$ cat config.mk
export PLATFORM = sky130hd
export DESIGN_NAME = sw_disp_scan
export DESIGN_NICKNAME = d
export VERILOG_FILES = /design/src/rtl/sw_disp_scan.sv
export SDC_FILE = /design/constraint.sdc
export NUM_CORES = 1
export LEC_CHECK = 0
export BUFFER_PORTS_ARGS = -buffer_cell sky130_fd_sc_hd__buf_2
export CAP_MARGIN = 20
export CELL_PAD_IN_SITES_DETAIL_PLACEMENT = 1
export CELL_PAD_IN_SITES_GLOBAL_PLACEMENT = 2
export CORE_MARGIN = 2
export CORE_UTILIZATION = 34
export CTS_CLUSTER_DIAMETER = 30
export DETAILED_ROUTE_END_ITERATION = 12
export MAX_ROUTING_LAYER = met4
export PLACE_DENSITY_LB_ADDON = 0.1
export SYNTH_ARGS = -nofsm -noshare
export SYNTH_HDL_FRONTEND = slang
export SYNTH_SLANG_ARGS = --single-unit
export TNS_END_PERCENT = 100
$ cat constraint.sdc
create_clock -name clk -period 2.18 [get_ports clk]
set_clock_uncertainty 0.15 [all_clocks]
set_input_delay 0.109 -clock clk [delete_from_list [all_inputs] [get_ports clk]]
set_output_delay 0.109 -clock clk [all_outputs]
set_load 0.05 [all_outputs]
$ cat src/rtl/sw_disp_scan.sv
// sw_disp_scan: multiplexed 4-digit common-anode 7-segment driver
// for mm.ss stopwatch digits, with frame snapshot and dead time.
module sw_disp_scan #(
  parameter int unsigned SCAN_DIV = 50000,
  parameter int unsigned DEAD     = 16
) (
  input  logic       clk,
  input  logic       reset,
  input  logic       blank,
  input  logic [3:0] min_high,
  input  logic [3:0] min_low,
  input  logic [3:0] sec_high,
  input  logic [3:0] sec_low,
  output logic [3:0] an,
  output logic [6:0] seg,
  output logic       dp
);

  localparam int unsigned CW =
    (SCAN_DIV > 1) ? $clog2(SCAN_DIV) : 1;
  localparam logic [CW-1:0] CNT_MAX = CW'(SCAN_DIV - 1);
  localparam logic [CW-1:0] DEAD_C  = CW'(DEAD);

  logic [CW-1:0] cnt_q, cnt_d;
  logic [1:0]    idx_q, idx_d;
  logic [15:0]   snap_q, snap_d;
  logic          first_q, first_d;
  logic [3:0]    an_q, an_d;
  logic [6:0]    seg_q, seg_d;
  logic          dp_q, dp_d;

  logic          wrap;
  logic          off;
  logic [3:0]    digit;

  // gfedcba, active-low; non-BCD codes show a dash
  function automatic logic [6:0] enc(input logic [3:0] v);
    case (v)
      4'd0:    enc = 7'b1000000;
      4'd1:    enc = 7'b1111001;
      4'd2:    enc = 7'b0100100;
      4'd3:    enc = 7'b0110000;
      4'd4:    enc = 7'b0011001;
      4'd5:    enc = 7'b0010010;
      4'd6:    enc = 7'b0000010;
      4'd7:    enc = 7'b1111000;
      4'd8:    enc = 7'b0000000;
      4'd9:    enc = 7'b0010000;
      default: enc = 7'b0111111;
    endcase
  endfunction

  // State register: slot counter, digit index, snapshot, outputs
  always_ff @(posedge clk or negedge reset) begin
    if (!reset) begin
      cnt_q   <= '0;
      idx_q   <= '0;
      snap_q  <= '0;
      first_q <= 1'b1;
      an_q    <= 4'hF;
      seg_q   <= 7'h7F;
      dp_q    <= 1'b1;
    end else begin
      cnt_q   <= cnt_d;
      idx_q   <= idx_d;
      snap_q  <= snap_d;
      first_q <= first_d;
      an_q    <= an_d;
      seg_q   <= seg_d;
      dp_q    <= dp_d;
    end
  end

  // Next state: slot timing and once-per-frame digit snapshot
  always_comb begin
    wrap    = (cnt_q == CNT_MAX);
    cnt_d   = wrap ? '0 : cnt_q + 1'b1;
    idx_d   = wrap ? idx_q + 2'd1 : idx_q;
    first_d = 1'b0;
    snap_d  = snap_q;
    if (first_q || (wrap && idx_q == 2'd3))
      snap_d = {min_high, min_low, sec_high, sec_low};
  end

  // Output function on pre-edge state, registered next edge
  always_comb begin
    digit = snap_q[3:0];
    an_d  = 4'b1110;
    unique case (1'b1)
      idx_q == 2'd0: begin
        digit = snap_q[3:0];
        an_d  = 4'b1110;
      end
      idx_q == 2'd1: begin
        digit = snap_q[7:4];
        an_d  = 4'b1101;
      end
      idx_q == 2'd2: begin
        digit = snap_q[11:8];
        an_d  = 4'b1011;
      end
      idx_q == 2'd3: begin
        digit = snap_q[15:12];
        an_d  = 4'b0111;
      end
    endcase
    off = blank || (cnt_q < DEAD_C) ||
          (idx_q == 2'd3 && snap_q[15:12] == 4'd0);
    seg_d = enc(digit);
    dp_d  = !(idx_q == 2'd2);
    if (off) begin
      an_d  = 4'hF;
      seg_d = 7'h7F;
      dp_d  = 1'b1;
    end
  end

  assign an  = an_q;
  assign seg = seg_q;
  assign dp  = dp_q;

endmodule

; After elaboration in Yosys (flattened, before gate mapping)
; Memory sizes are Yosys's and may differ from the RTL's.
; Cells that the tools add are included.
[classes]
addsub = 2
mul = 0
div_mod_pow = 0
n_lt_le_gt_ge = 1
eq_ne = 4
n_shift = 0
mux = 6
n_bitwise = 0
n_reduce_logical = 8
[ops]
columns = op, n
row1 = case mux 4 bit (4 select lines), 2
row2 = "adder 16 x 1 -> 16 bit, second input constant", 1
row3 = "== test 16 bit, second input constant", 1
row4 = "less-than comparator 16 x 5 -> 1 bit, second input constant", 1
row5 = two-way mux 16 bit, 1
row6 = two-way mux 7 bit, 1
row7 = "== test 2 bit, second input constant", 2
row8 = logical NOT 4 bit, 1
row9 = two-way mux 4 bit, 1
row10 = logical OR 1 bit, 3
row11 = "adder 2 x 1 -> 2 bit, second input constant", 1
row12 = "== test 2 x 1 -> 1 bit, second input constant", 1
row13 = logical AND 1 bit, 2
row14 = logical NOT 2 bit, 1
row15 = logical NOT 1 bit, 1
row16 = two-way mux 1 bit, 1
[totals]
regBits = 47
latch_bits = 0
mem_bits_rw = 0
mem_bits_ro = 112
inputBits = 19
output_inout_bits = 12
n_memories = 1
[mem_list]
columns = memory, depth, width, rd, rd_clocked_by_memory_dff, write_ports, line
row1 = (name not given), 16, 7, 1, 0, 0, 38  ; case (v)

; Depth between registers and ports, before layout
; Gate-level depths: netlist of run 1.
[depth]
depth_word = 4
depth_mapped = 9
ltp_nobuf = 9

; Worst setup path after synthesis of run 1
; OpenSTA, ideal clock, no wires.
[synth_path]
path_type = flip-flop to flip-flop
start = register idx_q[0]
end = register seg_q[3] (netlist: seg[3])
setup_time_ns = 0.103
arrival_ns = 2.086
required_time_ns = 1.927
path_slack_ns = -0.159
path_stages_with_launch = 10
n_path_buf = 1
synth_period_minus_slack_ns = 2.339
path_cell_list = dfrtp_1 -> inv_1 -> ha_1 -> clkbuf_1 -> mux2i_1 -> inv_1 -> ha_1 -> inv_1 -> o21ai_0 -> o2111ai_1
[synth_via]
elab_chain_len = 4
word_cells_on_any_way = 9
cone_classes = 3 x eq/ne / 2 x mux / 3 x reduce/logical / 1 x memory
[synth_rtl]
columns = item, line
row1 = start: declaration, 25  ; logic [1:0] idx_q, idx_d;
row2 = start signal: assignment, 65  ; idx_q <= idx_d;
row3 = == test 2 bit (tied with other cells), "102, 108"
row4 = case mux 4 bit (4 select lines) / logical AND 1 bit (equally long branches), "89, 108"
row5 = memory read (16 x 7 bit) / logical OR 1 bit (equally long branches), --
row6 = two-way mux 7 bit *, 111  ; if (off) begin
row7 = net seg_d[3], 29  ; logic [6:0] seg_q, seg_d;
row8 = end signal: assignment, 69  ; seg_q <= seg_d;
row9 = end: declaration, 29
; Mark *: on every way through the listed nets, which the timed path passes. The rest lies on a longest branch.
; A chain may end at the register's enable or synchronous reset.

; Worst setup path in the final report of run 1
[layout_path]
start = register idx_q[1]
end = register seg_q[3] (netlist: seg[3])
; The elaborated chain is that of the path after synthesis.

==> results.cfg, run 1 <==
[synth]
synthXorXnorAreaFrac = 0.0515
synth.avg_cell_area_um2 = 12.1
syn-num-nets = 209
synth-simple-area-share = 0.130
synthCells = 182
yosysUniqueCellTypes = 41
seq_area_frac_synth = 0.527
synth_area_mm2 = 0.00221
synth_compound_gate_area_share = 0.0781
ys_ff_latch = 46
synth_top_family_by_area = simple AND/OR/NAND/NOR gates
synthMuxAreaShare = 0.127
yosysWarnings = 0
synthAdderAreaFrac = 0.0453

[clocking]
cts.sinks = 46
cts_tree = done
h-tree-depth = 2
clk_pin_slew_ns = 0.08
clock_latency_ns = 0.30
clock_path_buffers = 2
cts-root-buf = clkbuf_8
numCtsBuffers = 5

[timing]
tightest_slew_ns = 0.575
report.final.slew_viol_count = 0
setup_violations = 0
rsz0062_at_grt = true
fin_crit_sh = 0.987
finalHoldViolCount = 0
layout_min_cycle_time_ns = 2.15
max_freq_mhz = 465
fin_hold_ws_ns = 0.168
slew_headroom = 0.609

[critical_path]
cp.arrival_ns = 2.21
slowest_delay_ns = 0.48
r2r_start = idx_q[1]
cp_data_required_time_ns = 2.24
critPathLaunch = idx_q[1]
worst-path-buf-inv = 1
worstPathCellList = ha_4 > buf_4 > a222oi_1 > mux2i_2 > or2_2 > o2111ai_1
crit_type = reg2reg
slowest_stage = dfrtp_2
start_kind = register
critPathMaxFanout = 10
end_kind = register
crit_family = flip-flops

[finish]
layout-drive-gt1-share = 0.478
diodes = 0
fillerInstances = 687
syn_to_final_growth_pct = 36.3
fin_nets = 281

[global_routing]
grt-ovfl-total = 0
grt_usage = 0.159
grt_start_max_net_pins = 47
antenna_found_initial = 0
grt_pass1_wl_um = 8790
grt_pass1_vias = 1762

[power]
p_leak_nw = 1.32
p_int_w = 0.00127
switching_share = 0.275
p_total_w = 0.00176
clock_power_share = 0.289
seq_power_share = 0.533
comb_power_share = 0.178
power.switching_w = 0.000483
power_density_mw_per_mm2 = 583
peakVddDrop_mv = 0.277

[hold_path]
hold_class = in2reg
hp-start = blank

[route]
routedWlPerCell_um = 16.2
drt_iter0_drc = 44
wl_um = 5360
firstDrtPassIters = 4
final_antenna_net_count = 0
dr_total_vias = 1638
via_per_inst = 4.93
drc = 0

[placed_design]
hpwl_um = 3610
gp_congestion = 0.787
io_buffers = 30

[die]
initial_core_util = 0.350
coreArea_mm2 = 0.00631
dieArea_mm2 = 0.00716
die_w_um = 84.6
ioPinCount = 31
fp-row-count = 29
die_y_um = 84.6

[run_status]
outcome = completed

[run]
drv_cap = 0
[final timing paths]
check	slack, ns	end	depth (start not counted)
min	0.17	seg[6]	4
max in group asynchronous	1.17	idx_q[1]	3
min reg2reg	0.35	cnt_q[0]	1
max	0.03	seg[3]	6
max reg2reg	0.03	seg[3]	6
min in group asynchronous	0.28	snap_q[5]	3
[cells in the final DEF (no fill, tap or decap), types with 4 or more instances in the layout]
cell and n:
dfrtp_1 32, buf_2 30, buf_4 20, dlygate4sd3_1 17
dfstp_2 12, nand2_1 10, mux2_4 10, nor2_1 9
xor2_1 8, inv_1 7, mux2_2 7, ha_4 6
nand4_1 5, nand3_1 5, xnor2_1 5, clkbuf_8 5
a222oi_1 4, inv_2 4, nor4_1 4, o21ai_1 4
and3_1 4
[metrics by stage]
stage | setup TNS (ns) | cells | setup slack, ns | utilization | area (µm²)
2_1_floorplan | 0 | 182 | 0.102 | - | 2230
3_3_place_gp | 0 | 297 | 0.0348 | 0.403 | 2540
3_5_place_dp | -0.193 | 297 | -0.0940 | 0.403 | 2540
4_1_cts | -0.0198 | 325 | -0.0119 | 0.458 | 2890
5_1_grt | -0.366 | 332 | -0.0737 | 0.477 | 3010
6_report | 0 | 332 | 0.0291 | 0.477 | 3010
[Yosys cell counts, drive strengths merged]
cell type   n  area (µm²)
buf         2        27.5
dfrtp      34         851
nor2b       1        6.26
and3        4        25.0
conb        1        3.75
a222oi      4        40.0
mux2       18         240
a211oi      2        15.0
nor2       10        40.0
o21bai      1        18.8
nand2      10        37.5
xor2        8        70.1
o2111ai     2        17.5
ha          8         100
xnor2       5        43.8
nor3b       1        7.51
o211ai      1        7.51
and4        1        8.76
nand3       7        45.0
and2        1        6.26
nand4       5        31.3
o21ai       7        35.0
a31oi       1        6.26
or2         2        12.5
o311ai      1        8.76
nor4        5        37.5
mux2i       4        40.0
clkbuf      3        11.3
or3         1        11.3
a31o        1        8.76
nor3        2        10.0
inv        13        48.8
a21oi       3        15.0
or4         1        7.51
dfstp      12         315
[registers in the layout, summed over array words and instances (netlist names)]
| name | flops |
|---|---|
| an | 4 |
| cnt_q | 16 |
| first_q | 1 |
| idx_q | 2 |
| seg | 7 |
| snap_q | 16 |
[cells by family (layout without fill, tap and decap cells)]
family | count (synthesis) | after routing
compound gates | 23 | 23
xor+xnor | 13 | 13
fa+ha+maj | 8 | 8
buf+inv | 18 | 91
flops | 46 | 46
mux | 22 | 22
other cells | 1 | 1
simple gates | 51 | 51
[power by group through the flow]
stage,clock network (W),registers (W),logic (W)
2_1_floorplan,0,0.00100,0.000113
3_3_place_gp,0,0.000953,0.000245
3_5_place_dp,0,0.000953,0.000254
4_1_cts,0.000528,0.000938,0.000296
5_1_grt,0.000569,0.000942,0.000341
6_report,0.000508,0.000937,0.000313
[layer usage]
| metal | global-route usage | routed length, µm | up-vias |
|---|---|---|---|
| met1 | 0.184 | 2290 | 823 |
| met2 | 0.278 | 2870 | 25 |
| met4 | 0.0404 | 46 | 0 |
| met5 | - | 0 | - |
| li1 | - | - | 784 |
| met3 | 0.0354 | 158 | 6 |
[final cells by class]
class,instances,area [µm²],share of cell area
Tap cell,77,96.3,0.0320
Sequential cell,46,1170,0.388
Multi-Input combinational cell,118,1090,0.360
Timing Repair Buffer,70,527,0.175
Clock buffer,6,72.6,0.0241
Inverter,13,53.8,0.0178
Clock inverter,2,10.0,0.00332
[tightest hold or removal path, stage by stage]
cell and delay (ns):
buf_2 0.08, a21oi_1 0.05, and3_1 0.17, a31oi_1 0.15
[what timing repair did]
item	4_1_cts	5_1_grt
pin swaps	5	16
hold buffers	17	0
setup buffers	3	7
endpoints found under the setup margin	7	12
endpoints found under the hold margin	50	0
resized for setup	19	18
cloned	0	1
No activity file was read; power rests on OpenSTA's default activity.
==> run 2: changes to the inputs <==
--- a/config.mk
+++ b/config.mk
@@ -7,10 +7,8 @@
 export LEC_CHECK = 0
 export BUFFER_PORTS_ARGS = -buffer_cell sky130_fd_sc_hd__buf_2
 export CAP_MARGIN = 20
-export CELL_PAD_IN_SITES_DETAIL_PLACEMENT = 1
-export CELL_PAD_IN_SITES_GLOBAL_PLACEMENT = 2
 export CORE_MARGIN = 2
-export CORE_UTILIZATION = 34
+export CORE_UTILIZATION = 50
 export CTS_CLUSTER_DIAMETER = 30
 export DETAILED_ROUTE_END_ITERATION = 12
 export MAX_ROUTING_LAYER = met4
==> run 2 against run 1 <==
Effect of this change: largest power group unchanged; sequential cell count is the same; final area shrank 4.4%; global-route usage grew 4.9 points; routed wire length shrank 11%; largest cell class unchanged; die area shrank 31%; total power shrank 0.49%; setup slack gained 0.051 ns; clock power grew 3%; core utilization grew 19 points; critical path type unchanged; register-to-register slack gained 0.05 ns; first-iteration DRC count grew to 2.7 times the previous value.
==> results.cfg, run 2 (synthesized netlist as in run 1, its figures left out) <==
[run_status]
outcome = completed

[route]
final_antenna_net_count = 0
drt_iter0_drc = 117
firstDrtPassIters = 4
via_per_inst = 5.44
dr_total_vias = 1644
wl_um = 4750
drc = 0
routedWlPerCell_um = 15.7

[critical_path]
rrSetupSlack_ns = 0.08
worstPathCellList = inv_4 > ha_4 > a222oi_1 > mux2i_2 > buf_4 > ha_1 > nor3b_2 > o21ai_1
slowest_stage = dfrtp_2
r2r_end = seg[5]
r2r_start = idx_q[0]
crit_type = reg2reg
worst-path-buf-inv = 2
crit_family = compound AO/OA/AOI/OAI gates
cp.arrival_ns = 2.16
start_kind = register
cp_data_required_time_ns = 2.24
slowest_delay_ns = 0.44
critPathMaxFanout = 5
cp.depth = 8
end_kind = register
r2r_cells = 8

[placed_design]
io_buffers = 30
gp_congestion = 0.985
dp.cells = 268
hpwl_um = 3190

[timing]
report.final.slew_viol_count = 0
slew_headroom = 0.445
layout_min_cycle_time_ns = 2.10
setup_violations = 0
fin_tns_setup_ns = 0
max_freq_mhz = 476
fin_crit_sh = 0.963
tightest_slew_ns = 0.832
finalHoldViolCount = 0

[finish]
layout-drive-gt1-share = 0.424
diodes = 0
final_cell_mix = dfrtp_1 (32), buf_2 (30), dlygate4sd3_1 (17), buf_4 (15), dfstp_2 (12)
fin_nets = 276
syn_to_final_growth_pct = 30.3
instances_no_fill = 302
finish.utilization = 0.671
layout_commonest_cell = dfrtp_1

[clocking]
cts.sinks = 46
h-tree-depth = 2
cts-root-buf = clkbuf_8
clk_pin_slew_ns = 0.08
clock_path_buffers = 2
numCtsBuffers = 5
cts_tree = done
clock_latency_ns = 0.30

[die]
ioPinCount = 31
initial_core_util = 0.515
fp-row-count = 24
die_y_um = 70.5
dieArea_mm2 = 0.00497
coreArea_mm2 = 0.00429
die_w_um = 70.5

[power]
comb_power_share = 0.166
p_leak_nw = 1.29
switching_share = 0.260
seq_power_share = 0.536
power_density_mw_per_mm2 = 607
clock_power_share = 0.298
peakVddDrop_mv = 0.405
power.switching_w = 0.000455
p_int_w = 0.00129

[global_routing]
grt_usage = 0.208
grt-ovfl-total = 0
grt_pass1_wl_um = 7710
grt_pass1_vias = 1703
antenna_found_initial = 0
grt_start_max_net_pins = 40

[hold_path]
hp-start = blank
holdPathEnd = seg[6]
hold_class = in2reg
min_path_cells = 4

[run]
drv_cap = 0
## run 2: cell types whose count changed in the layout (fill, tap and decap cells not counted), moves of 2 or more
| cell | delta |
|---|---|
| ha_1 | +3 |
| inv_1 | +3 |
| inv_2 | -2 |
| ha_4 | -3 |
| o21ai_2 | -2 |
| buf_4 | -5 |
## run 2: repair_timing
action                                  CTS  global route
hold buffers                             17             0
gates cloned                              0             2
hold endpoints to repair                 50             0
endpoints found under the setup margin    6            13
buffers inserted                          1             6
pin swaps                                 1             4
gates resized for setup                   6            17
## run 2: worst max-delay path by stage
stage               slack [ns]     end      from
global placement          0.07  seg[3]  idx_q[0]
finish                    0.08  seg[5]  idx_q[0]
CTS                      0.006  seg[3]  idx_q[0]
global route             -0.03  seg[5]  idx_q[0]
detailed placement       -0.07  seg[2]  idx_q[0]
floorplan                 0.10  seg[3]  idx_q[0]
## run 2: per-layer routing
metal / GRT usage / wire, µm
met1: 0.224 / 1930
met2: 0.368 / 2520
met3: 0.0447 / 159
met4: 0.0876 / 133
met5: - / 0
## run 2: worst register-to-register path, stage by stage, from the launching register on
cell and delay, ns:
dfrtp_2 0.44, inv_4 0.07, ha_4 0.17, a222oi_1 0.37
mux2i_2 0.14, buf_4 0.18, ha_1 0.18, nor3b_2 0.22
o21ai_1 0.09
## run 2: final cells by class
type / instances / area [µm²]
inverters: 13 / 51.3
multi-input cells: 120 / 1050
well taps: 52 / 65.1
clock inverters: 1 / 5.00
fillers: 331 / 1410
flip-flops and latches: 46 / 1170
repair buffers: 63 / 453
clock buffers: 7 / 86.3
## run 2: power groups by stage
stage | logic (W) | registers, W | clock network [W]
after floorplan | 0.000113 | 0.00100 | 0
after global placement | 0.000233 | 0.000952 | 0
after detailed placement | 0.000243 | 0.000953 | 0
after CTS | 0.000269 | 0.000938 | 0.000535
after global routing | 0.000313 | 0.000941 | 0.000574
final | 0.000291 | 0.000937 | 0.000522
## run 2: through the flow
| stage | hold WS, ns | area (µm²) | setup slack [ns] | total power [W] |
|---|---|---|---|---|
| global route | 0.152 | 2880 | -0.0294 | 0.00183 |
| detailed placement | 0.101 | 2480 | -0.0723 | 0.00120 |
| floorplan | -0.337 | 2230 | 0.102 | 0.00112 |
| finish | 0.147 | 2880 | 0.0801 | 0.00175 |
| CTS | 0.136 | 2770 | 0.00611 | 0.00174 |
| global placement | 0.0849 | 2480 | 0.0701 | 0.00118 |
